==> src/rtl/instr_fetch_mem_pkg.sv <==
`default_nettype none
// +----------------------------------------------------------------------------+
// | Module  : instr_fetch_mem_pkg                                              |
// | Brief   : Shared defaults, NOP word, fetch status and clog2 helper.        |
// | Revision: 1.0                                                              |
// +----------------------------------------------------------------------------+
package instr_fetch_mem_pkg;

    localparam int c_data_w_default = 16;
    localparam int c_depth_default  = 16;
    localparam int c_addr_w_default = 16;

    // Wide enough for any supported instruction width; consumers slice it.
    localparam logic [127:0] c_nop = '0;

    typedef enum logic [1:0] {
        FETCH_OK         = 2'd0,
        FETCH_OOR        = 2'd1,
        FETCH_MISALIGNED = 2'd2
    } fetch_status_e;

    function automatic int unsigned clog2(input int unsigned value);
        int unsigned result;
        result = 0;
        for (int i = 0; i < 32; i++) begin
            if ((32'd1 << i) < value) begin
                result = i + 1;
            end
        end
        return result;
    endfunction

endpackage
`default_nettype wire

==> src/rtl/instr_fetch_mem_imem_array.sv <==
`default_nettype none
// +----------------------------------------------------------------------------+
// | Module  : imem_array                                                       |
// | Brief   : DEPTH x DATA_W instruction store, 1 sync read-first, 1 write.    |
// | Revision: 1.0                                                              |
// +----------------------------------------------------------------------------+
module imem_array
    import instr_fetch_mem_pkg::*;
#(
    parameter int DATA_W = c_data_w_default,
    parameter int DEPTH  = c_depth_default
) (
    input  logic                     clk,
    input  logic                     i_wr_en,
    input  logic [clog2(DEPTH)-1:0]  i_wr_addr,
    input  logic [DATA_W-1:0]        i_wr_data,
    input  logic                     i_rd_en,
    input  logic [clog2(DEPTH)-1:0]  i_rd_addr,
    output logic [DATA_W-1:0]        o_rd_data
);

    // Power-up contents are NOP; reset deliberately leaves them alone.
    logic [DATA_W-1:0] r_mem [DEPTH] = '{default: '0};
    logic [DATA_W-1:0] r_rd_data = '0;

    // The read samples the array before this edge's write lands: read-first.
    always_ff @(posedge clk) begin
        if (i_wr_en) begin
            r_mem[i_wr_addr] <= i_wr_data;
        end
        if (i_rd_en) begin
            r_rd_data <= r_mem[i_rd_addr];
        end
    end

    assign o_rd_data = r_rd_data;

endmodule
`default_nettype wire

==> src/rtl/instr_fetch_mem.sv <==
`default_nettype none
// +----------------------------------------------------------------------------+
// | Module  : instr_fetch_mem                                                  |
// | Brief   : Instruction fetch with range/alignment fault, stall and flush.   |
// | Revision: 1.0                                                              |
// +----------------------------------------------------------------------------+
module instr_fetch_mem
    import instr_fetch_mem_pkg::*;
#(
    parameter int DATA_W = c_data_w_default,
    parameter int DEPTH  = c_depth_default,
    parameter int ADDR_W = c_addr_w_default
) (
    input  logic                     clk,
    input  logic                     reset,
    input  logic                     req,
    input  logic [ADDR_W-1:0]        pc,
    input  logic                     stall,
    input  logic                     flush,
    input  logic                     wr_en,
    input  logic [clog2(DEPTH)-1:0]  wr_addr,
    input  logic [DATA_W-1:0]        wr_data,
    output logic [DATA_W-1:0]        instr,
    output logic                     instr_valid,
    output logic [ADDR_W-1:0]        instr_pc,
    output logic                     fault,
    output logic [7:0]               fault_count
);

    localparam int unsigned c_bw    = DATA_W / 8;
    localparam int unsigned c_off_w = clog2(c_bw);
    localparam int unsigned c_aw    = clog2(DEPTH);
    localparam int unsigned c_limit = DEPTH * c_bw;

    logic [31:0]       w_pc_ext;
    fetch_status_e     w_status;
    logic              w_fault;
    logic [c_aw-1:0]   w_word_idx;
    logic              w_accept;
    logic              w_rd_en;
    logic [DATA_W-1:0] w_rd_data;

    logic              r_valid;
    logic [ADDR_W-1:0] r_pc;
    logic              r_fault;
    logic              r_nop;
    logic [7:0]        r_fault_count;

    assign w_pc_ext = 32'(pc);

    // Range is reported ahead of alignment; either way the result is a NOP.
    always_comb begin
        w_status = FETCH_OK;
        if (w_pc_ext >= c_limit) begin
            w_status = FETCH_OOR;
        end else if ((w_pc_ext & (c_bw - 1)) != 0) begin
            w_status = FETCH_MISALIGNED;
        end
    end

    assign w_fault    = (w_status != FETCH_OK);
    assign w_word_idx = c_aw'(w_pc_ext >> c_off_w);
    assign w_accept   = req & ~stall & ~flush & ~reset;
    assign w_rd_en    = w_accept & ~w_fault;

    imem_array #(
        .DATA_W (DATA_W),
        .DEPTH  (DEPTH)
    ) u_imem_array (
        .clk       (clk),
        .i_wr_en   (wr_en),
        .i_wr_addr (wr_addr),
        .i_wr_data (wr_data),
        .i_rd_en   (w_rd_en),
        .i_rd_addr (w_word_idx),
        .o_rd_data (w_rd_data)
    );

    always_ff @(posedge clk) begin
        if (reset) begin
            r_valid       <= 1'b0;
            r_pc          <= '0;
            r_fault       <= 1'b0;
            r_nop         <= 1'b1;
            r_fault_count <= 8'd0;
        end else if (flush) begin
            r_valid <= 1'b0;
        end else if (!stall) begin
            r_valid <= req;
            if (req) begin
                r_pc    <= pc;
                r_fault <= w_fault;
                r_nop   <= w_fault;
                if (w_fault && (r_fault_count != 8'hFF)) begin
                    r_fault_count <= r_fault_count + 8'd1;
                end
            end
        end
    end

    // The array's read register only moves on good fetches, so it holds the
    // last instruction across stalls and idles; r_nop masks faults and reset.
    assign instr       = r_nop ? c_nop[DATA_W-1:0] : w_rd_data;
    assign instr_valid = r_valid;
    assign instr_pc    = r_pc;
    assign fault       = r_fault;
    assign fault_count = r_fault_count;

endmodule
`default_nettype wire

==> config.mk <==
export PLATFORM = sky130hd
export DESIGN_NAME = instr_fetch_mem
export DESIGN_NICKNAME = d
export VERILOG_FILES = /design/src/rtl/instr_fetch_mem_pkg.sv /design/src/rtl/instr_fetch_mem_imem_array.sv /design/src/rtl/instr_fetch_mem.sv
export SDC_FILE = /design/constraint.sdc
export NUM_CORES = 1
export LEC_CHECK = 0
export BUFFER_PORTS_ARGS = -buffer_cell sky130_fd_sc_hd__buf_4
export CAP_MARGIN = 20
export CORE_ASPECT_RATIO = 1.5
export CORE_UTILIZATION = 60
export CTS_CLUSTER_DIAMETER = 120
export DETAILED_ROUTE_END_ITERATION = 7
export GPL_ROUTABILITY_DRIVEN = 1
export PLACE_DENSITY = 0.75
export SLEW_MARGIN = 20
export SYNTH_ARGS = -nofsm -noshare
export SYNTH_HDL_FRONTEND = slang
export SYNTH_SLANG_ARGS = --single-unit
export TNS_END_PERCENT = 20
==> constraint.sdc <==
create_clock -name clk -period 6.9 [get_ports clk]
set_input_delay 1.035 -clock clk [delete_from_list [all_inputs] [get_ports clk]]
set_output_delay 1.035 -clock clk [all_outputs]
set_load 0.02 [all_outputs]
### Word level (Yosys, flattened, before mapping)

Memory sizes are Yosys's and may differ from the RTL's. A register that Yosys moved wholly into a read port is not among the register bits.
Index checks and enable logic that the tools add are counted.

| storage, ports and cells | value |
|---|---|
| RAM bits | 256 |
| input bits | 42 |
| memories kept | 1 |
| word-level logic and storage cells | 27 |
| register bits | 27 |
| output and inout bits | 42 |

Memory list:

| name | depth | width | read ports | clocked after memory_dff | write ports | RTL line | source |
|---|---|---|---|---|---|---|---|
| u_imem_array.r_mem | 16 | 16 | 1 | 1 | 1 | instr_fetch_mem_imem_array.sv:23 | `logic [DATA_W-1:0] r_mem [DEPTH] = '{default: '0};` |

| cells by class | value |
|---|---|
| reduce and logical (&&, ||, !) cells | 5 |
| mux-type cells | 5 |
| $add $sub $neg | 1 |
| order comparisons | 1 |
| equal/unequal tests | 1 |
| bitwise gates (word level) | 8 |

Operators by type and width:

| cell | number |
|---|---|
| >= comparator 16 x 6 -> 1 bit, second input constant | 1 |
| two-way mux 16 bit | 1 |
| adder 8 x 1 -> 8 bit, second input constant | 1 |
| != test 8 bit, second input constant | 1 |
| bitwise AND 1 bit | 4 |
| two-way mux 2 bit | 2 |
| inverter 1 bit | 4 |
| AND reduction 4 bit | 1 |
| AND reduction 3 bit | 1 |
| two-way mux 1 bit | 2 |
| nonzero test 2 bit | 1 |
| OR reduction 2 bit | 1 |
| logical AND 1 bit | 1 |

### Longest topological paths before layout

Gate-level depths: netlist of the first run.

| depth | value |
|---|---|
| depth after elaboration | 5 |
| depth in mapped cells | 5 |
| gate-level depth less buffers | 5 |

### Hierarchy

A second synthesis of the first run with hierarchy kept.

| second synthesis, totals | value |
|---|---|
| cell total of the unflattened synthesis | 582 |
| area total of the unflattened synthesis | 11,417.2 sq um |

By module, submodules not included:

| module | instances | area each (sq um) | cells each |
|---|---|---|---|
| imem_array | 1 | 10,203.5 | 432 |
| instr_fetch_mem | 1 | 1,213.7 | 150 |

### Worst setup path after synthesis of the first run

Ideal clock, no wire load.

| path | value |
|---|---|
| kind | input port to flip-flop |
| start point | input port stall |
| end point | register u_imem_array.r_rd_data[0], in the netlist u_imem_array.o_rd_data[0] (read register of u_imem_array.r_mem), enable pin |
| stages on the path | 4 |
| arrival time | 2,974 ps |
| setup time | 409 ps |
| slack | 3,517 ps |
| buffers on the path | 2 |
| cells stage by stage | or3b_1 -> clkbuf_1 -> clkbuf_1 -> nor3_1 |

| on the way | value |
|---|---|
| cells in the longest elaborated chain, start to end | 5 |

Ends and longest elaborated chain:

| what | RTL line | source |
|---|---|---|
| from (decl) | instr_fetch_mem.sv:18 | `input logic stall,` |
| inverter 1 bit (no source line) | n/a |  |
| bitwise AND 1 bit (3 in a row) | instr_fetch_mem.sv:63 | `assign w_accept = req & ~stall & ~flush & ~reset;` |
| bitwise AND 1 bit | instr_fetch_mem.sv:64 | `assign w_rd_en = w_accept & ~w_fault;` |
| net u_imem_array.i_rd_en | instr_fetch_mem_imem_array.sv:17 | `input logic i_rd_en,` |
| to (decl) | instr_fetch_mem_imem_array.sv:24 | `logic [DATA_W-1:0] r_rd_data = '0;` |

The timed path passes the listed nets, and every way through them passes these cells.
A chain may end at the register's enable or synchronous reset.

### Worst setup path in the final report of the first run

| path | value |
|---|---|
| start point | input port pc[1] |
| end point | register u_imem_array.r_rd_data[12], in the netlist u_imem_array.o_rd_data[12] (read register of u_imem_array.r_mem) (data pin) |

| on the way | value |
|---|---|
| cells in the longest elaborated chain, start to end | 5 |

Ends and longest elaborated chain:

| what | RTL line | source |
|---|---|---|
| from (decl) | instr_fetch_mem.sv:17 | `input logic [ADDR_W-1:0] pc,` |
| >= comparator 16 x 6 -> 1 bit | instr_fetch_mem.sv:54 | `if (w_pc_ext >= c_limit) begin` |
| two-way mux 2 bit | instr_fetch_mem.sv:54 |  |
| nonzero test 2 bit | instr_fetch_mem.sv:61 | `assign w_fault = (w_status != FETCH_OK);` |
| inverter 1 bit | instr_fetch_mem.sv:64 |  |
| bitwise AND 1 bit | instr_fetch_mem.sv:64 |  |

Several ways; a longest one is shown, not always the timed one.

==> flow_summary.json, run 1 <==
{
  "totalPowerFinal_w": 0.003562,
  "clk_path_buf_depth": 3,
  "syn_area_um2": 11390,
  "multi_input_area_um2": 2574,
  "nFillCells": 1126,
  "port_buffers": 83,
  "r2r_start": "fault_count[0]$_SDFFE_PP0P_",
  "period_needed_ns": 3.056,
  "drt-initial-drc-count": 406,
  "grt_pass1_wl_um": 34810,
  "dp_hpwl_um": 12650,
  "worst_setup_path_end_kind": "flop",
  "grt_max_degree": 66,
  "relSlewSlack_pct": 33.68,
  "rsz0062_at_grt": "false",
  "worstPathRequired_ns": 7.17,
  "vias_per_cell": 6.217,
  "synthFlopType": "edfxtp_1",
  "hp-start": "instr_pc[15]$_SDFFE_PP0P_",
  "worstPathArrival_ns": 3.32,
  "p_leak_nw": 4.280,
  "ctsResizeCount": 0,
  "n_antenna_cell": 0,
  "hold_viol_final": 0,
  "status": "complete, no violations",
  "ys_ff_latch": 299,
  "fin_nets": 689,
  "powerDensity_nw_per_um2": 270.9,
  "design_area_um2": 13150,
  "setup_slack_ns": 3.844,
  "syn_area_per_cell_um2": 20.98,
  "htreeDepth": 1,
  "synth_async_sr_flop_share_pct": 0,
  "antenna_found_initial": 0,
  "ys_seq_area_share_pct": 76.45,
  "worstPathMaxFanout": 40,
  "placed_area_um2": 12360,
  "die_area_um2": 19550,
  "finalSetupViolCount": 0,
  "max_slew.worst_pin.slew_ns": 0.9905,
  "dp_slack_ns": 3.246,
  "cts-root-buf": "clkbuf_16",
  "regArea_um2": 8708,
  "drc_errors": 0,
  "ant_nets": 0,
  "setup_tns_ns": 0,
  "core-area_um2": 18550,
  "fin_crit_sh_pct": 44.29,
  "maxCapViolCount": 0,
  "hold_path_class": "reg2reg",
  "syn_inst": 543,
  "slew_viol_final": 0,
  "grt-ovfl-total": 0,
  "cts_num_sinks": 299,
  "final_layout_size_suffix_gt1_share_pct": 34.14,
  "grt_pass1_vias": 5826,
  "syn-num-nets": 586,
  "vdd_drop_max_mv": 0.2658,
  "clk_latency_ns": 0.52,
  "syn2layout_area_growth_pct": 15.43,
  "die_h_um": 170.8,
  "start_kind": "input pin",
  "wl_um": 23770,
  "cts-hold-fix-buffers": 0,
  "clock.fmax_ghz": 0.3272,
  "grt_use_total_pct": 25.53,
  "vias": 5701,
  "ys_warn_count": 0,
  "r2r_setup_slack_ns": 5.07,
  "gp_congestion": 0.7388,
  "synth-edff-count": 272,
  "routedWlPerCell_um": 25.92,
  "initial_utilization_pct": 61.42,
  "criticalPathCategory": "in2reg",
  "io_pins": 84,
  "num_rows": 61,
  "postCtsSetupRepairBufs": 0,
  "cts_tree": "done",
  "fp.dieW_um": 114.5,
  "finClkSkew_ns": 0.01098,
  "synth_cell_types": 33,
  "cts_buffers": 26,
  "critPathLaunch": "pc[1]",
  "first_pass_iters": 5,
  "path_clk_slew_ns": 0.06,
  "whs_ns": 0.4603
}
[metrics by stage]
step / cells / utilization, %
finish: 917 / 70.90
global route: 917 / 70.90
CTS: 917 / 70.90
detailed placement: 870 / 66.64
global placement: 870 / 66.64
floorplan: 543 / -
[area by class of cell]
type | instances | share of cell area [%]
clock buffer | 36 | 5.548
clock inverter | 11 | 0.4567
inverter | 1 | 0.02855
multi-input combinational | 217 | 19.57
sequential | 299 | 66.23
tap | 252 | 2.398
timing repair buffer | 101 | 5.766
[final timing paths]
kind                                                              to  cells after the start
worst max register to register           fault_count[2]$_SDFFE_PP0P_                      5
worst min-delay path                       instr_pc[15]$_SDFFE_PP0P_                      2
worst max-delay path            u_imem_array.o_rd_data[12]$_DFFE_PP_                      4
worst min register to register             instr_pc[15]$_SDFFE_PP0P_                      2
[where the power goes]
part / total, W / switching, W / leakage [nW] / internal (W)
Combinational: 0.000189 / 0.000100 / 1.21 / 0.0000886
Clock: 0.00135 / 0.000610 / 0.390 / 0.000740
Sequential: 0.00202 / 0.0000124 / 2.68 / 0.00201
Total: 0.00356 / 0.000722 / 4.28 / 0.00284
[flip-flops by register name, indices dropped and copies added, names as in the netlist]
signal                  flops
u_imem_array.r_mem        256
instr_pc                   16
u_imem_array.o_rd_data     16
fault_count                 8
fault                       1
instr_valid                 1
r_nop                       1
[cells in the mapped netlist (4+ instances only)]
cell type	number	area, µm²
edfxtp_1	272	8168
nand3_1	5	25.02
clkbuf_1	16	60.06
nor2b_1	18	112.6
a21oi_1	21	105.1
nor3_1	7	35.03
nor4_1	4	25.02
mux4_2	80	1802
dfxtp_1	27	540.5
buf_4	5	37.54
nor2_1	16	60.06
nand2b_1	5	31.28
nand2_1	37	138.9
[cell usage in the layout (no fill, tap or decap), types with 2 or more instances in the layout]
cell type and instances:
a21oi_1 21, clkbuf_1 7, nor3_1 2, nand3_1 5, nor2b_1 18, nand2b_1 5
clkbuf_16 27, mux4_2 80, edfxtp_1 272, nand3b_1 2, o31ai_1 2, nor3_2 6
nor4_1 4, mux2i_1 2, clkbuf_8 2, dfxtp_1 27, clkinv_1 3, nand2_1 37
clkinv_2 6, buf_4 101, or4_1 3, nor2_1 16, mux2_1 2
[metal layers]
layer,vias up,GRT usage [%],share of wire [%]
li1,2430,-,-
met1,2938,30.31,35
met2,266,45.82,54
met3,67,4.180,7.0
met4,0,11.24,3.7
met5,-,0,0
[cells by family (layout without fill, tap and decap cells)]
kind of cell,after synthesis,count (layout),synth area share (%)
AND/OR/NAND/NOR,104,104,4.624
adder cells (fa/ha/maj),1,1,0.1098
AO/OA/AOI/OAI,28,28,1.406
flip-flops,299,299,76.45
buffers and inverters,27,149,1.219
multiplexers,84,84,16.19
[critical path: stages]
cell	delay, ns
buf_4	0.42
buf_4	0.72
mux4_2	0.61
mux4_2	0.47
No activity file was read; power rests on OpenSTA's default activity.
==> inputs of run 2 (changes only) <==
--- a/config.mk
+++ b/config.mk
@@ -5,6 +5,7 @@
 export SDC_FILE = /design/constraint.sdc
 export NUM_CORES = 1
 export LEC_CHECK = 0
+export ABC_AREA = 1
 export BUFFER_PORTS_ARGS = -buffer_cell sky130_fd_sc_hd__buf_4
 export CAP_MARGIN = 20
 export CORE_ASPECT_RATIO = 1.5
==> constraint.sdc (replaced) <==
create_clock -name clk -period 3 [get_ports clk]
set_input_delay 0.45 -clock clk [delete_from_list [all_inputs] [get_ports clk]]
set_output_delay 0.45 -clock clk [all_outputs]
set_load 0.02 [all_outputs]
==> run 2 against run 1 <==
Against the previous run:
- combinational power grew to 2.8 times the previous value
- sequential power grew 130%
- core utilization grew 0.097 points
- cell area grew 7.3%
- sequential share of layout area shrank 4.5 points
==> flow_summary.json, run 2 <==
{
  "hold_viol_final": 0,
  "use_met2_pct": 46.88,
  "path_clk_slew_ns": 0.07,
  "syn_inst": 1049,
  "p_switching_w": 0.001794,
  "fin_crit_sh_pct": 66.50,
  "vdd_drop_max_mv": 0.5145,
  "regToRegEndpoint": "fault_count[0]$_SDFFE_PP0P_",
  "vias": 7937,
  "swShare_pct": 20.52,
  "synthTopCellsByCount": "edfxtp_1, inv_1, nand2_1, nand3_1, o21ai_0",
  "multi_input_area_um2": 2669,
  "cts_tree": "done",
  "dp.cells": 1362,
  "largest_register_ffs": 256,
  "core-area_um2": 19860,
  "final_common_cell": "edfxtp_1",
  "synthFlopType": "edfxtp_1",
  "max_slew.worst_pin.slew_ns": 0.9179,
  "placed_area_um2": 13170,
  "r2r_start": "fault_count[1]$_SDFFE_PP0P_",
  "synth_cell_types": 25,
  "grt_pass1_vias": 7723,
  "status": "complete, no violations",
  "final_layout_size_suffix_gt1_share_pct": 15.04,
  "powerDensity_nw_per_um2": 620.0,
  "die_h_um": 177.0,
  "intPower_w": 0.006949,
  "wl_um": 26860,
  "postCtsSetupRepairBufs": 0,
  "cts_buffers": 26,
  "clk_latency_ns": 0.53,
  "synth_top_area_cell": "edfxtp_1",
  "synth.most_common_cell": "edfxtp_1",
  "clk_path_buf_depth": 3,
  "sequentialPowerShare_pct": 53.2,
  "clkPwrFrac_pct": 40.7,
  "criticalPathCategory": "reg2out",
  "worstPathRequired_ns": 2.55,
  "p_comb_share_pct": 6.1,
  "worst_setup_path_end_kind": "primary output",
  "grt_pass1_wl_um": 41890,
  "use_met1_pct": 33.19,
  "port_buffers": 83,
  "regArea_um2": 8708,
  "syn_area_um2": 12250,
  "worstPathMaxFanout": 17,
  "setup_tns_ns": 0,
  "finClkSkew_ns": 0.009965,
  "num_rows": 63,
  "nFillCells": 1408,
  "period_needed_ns": 1.995,
  "synth_top_area_share_pct": 66.65,
  "hold_path_class": "in2reg",
  "syn-num-nets": 1092,
  "fin_nets": 1173,
  "worstPathArrival_ns": 1.55,
  "design_area_um2": 14100,
  "grt_use_total_pct": 26.44,
  "n_antenna_cell": 0,
  "ctsResizeCount": 0,
  "first_pass_iters": 5,
  "grt-busiest-layer": "met2",
  "die_area_um2": 21010,
  "rsz0062_at_grt": "false",
  "p_leak_nw": 5.416,
  "io_pins": 84,
  "relSlewSlack_pct": 38.74,
  "drc_errors": 0,
  "instances_no_fill": 1410,
  "r2r_cells": 8,
  "synth_async_sr_flop_share_pct": 0,
  "htreeDepth": 1,
  "syn2layout_area_growth_pct": 15.08,
  "vias_per_cell": 5.629,
  "cts_num_sinks": 299,
  "ys_seq_area_share_pct": 71.06,
  "fp.dieW_um": 118.7,
  "synth-edff-count": 272,
  "cts-hold-fix-buffers": 0,
  "grt_max_degree": 117,
  "ant_nets": 0,
  "syn_area_per_cell_um2": 11.68,
  "ys_ff_latch": 299,
  "grt_use_met3_pct": 4.446,
  "cts-root-buf": "clkbuf_16",
  "antenna_found_initial": 0,
  "critPathLaunch": "r_nop$_SDFFE_PP1P_",
  "dp_hpwl_um": 16300,
  "clock.fmax_ghz": 0.5012,
  "critPathCapture": "instr[2]",
  "gp_congestion": 0.8150,
  "regMostFlops": "u_imem_array.r_mem",
  "routedWlPerCell_um": 19.05,
  "grt-ovfl-total": 0,
  "netlist_top_cells_area": "edfxtp_1, inv_1, dfxtp_1, nand3_1, o211ai_1",
  "slew_viol_final": 0,
  "initial_utilization_pct": 61.69,
  "maxCapViolCount": 0,
  "ys_warn_count": 0,
  "r2r_setup_slack_ns": 1.42,
  "final_cell_mix": "edfxtp_1, inv_1, nand2_1",
  "start_kind": "flop",
  "finalSetupViolCount": 0,
  "drt-initial-drc-count": 672
}
-- run 2: power by group through the flow --
stage / Sequential (W) / Combinational, W / Clock [W]
after floorplan: 0.00476 / 0.000300 / 0
after global placement: 0.00474 / 0.000516 / 0
after detailed placement: 0.00474 / 0.000528 / 0
after CTS: 0.00465 / 0.000533 / 0.00359
after global routing: 0.00466 / 0.000589 / 0.00375
final: 0.00465 / 0.000534 / 0.00355
-- run 2: area by class of cell --
class                           instances  share of cell area, %
Tap cell                              260                  2.307
Clock buffer                           33                  5.164
Inverter                              157                  4.179
Clock inverter                         15                  1.420
Sequential cell                       299                  61.75
Timing Repair Buffer                  112                  6.255
Multi-Input combinational cell        534                  18.92
-- run 2: kinds of logic after synthesis --
family          share of synthesized area [%]
compound gates                          10.35
flops                                   71.06
xor+xnor                              0.07149
fa+ha+maj                              0.1021
buf+inv                                 7.525
simple gates                            10.88
-- run 2: worst min-delay path by stage --
stage,from,to,slack [ns],depth (start not counted)
after global routing,flush,instr_valid$_SDFFE_PP0N_,0.10,2
after global placement,instr_valid$_SDFFE_PP0N_,instr_valid$_SDFFE_PP0N_,0.45,2
after floorplan,flush,instr_valid$_SDFFE_PP0N_,0.53,1
after CTS,flush,instr_valid$_SDFFE_PP0N_,0.10,2
after detailed placement,fault$_SDFFE_PP0P_,fault$_SDFFE_PP0P_,0.46,2
final,flush,instr_valid$_SDFFE_PP0N_,0.11,2
-- run 2: per-stage QoR --
step                      worst slack, ns  power, W  hold slack (ns)  utilization, %
after detailed placement           0.7375  0.005273           0.4576           66.32
after floorplan                    0.4003  0.005055           0.5285               -
after global placement             0.7918  0.005257           0.4514           66.32
after CTS                          0.9817  0.008780           0.1012           70.99
final                               1.005  0.008743           0.1129           70.99
after global routing               0.8753  0.009002           0.1027           70.99
-- run 2: metal layers --
layer,vias up,share of wire [%]
met2,285,52
met3,42,6.8
li1,3808,-
met5,-,0
met4,0,1.8
met1,3802,39
-- run 2: worst max-delay path, stage by stage, from the launching register on --
cell	delay (ns)
dfxtp_1	0.65
nor2_1	0.17
buf_4	0.20
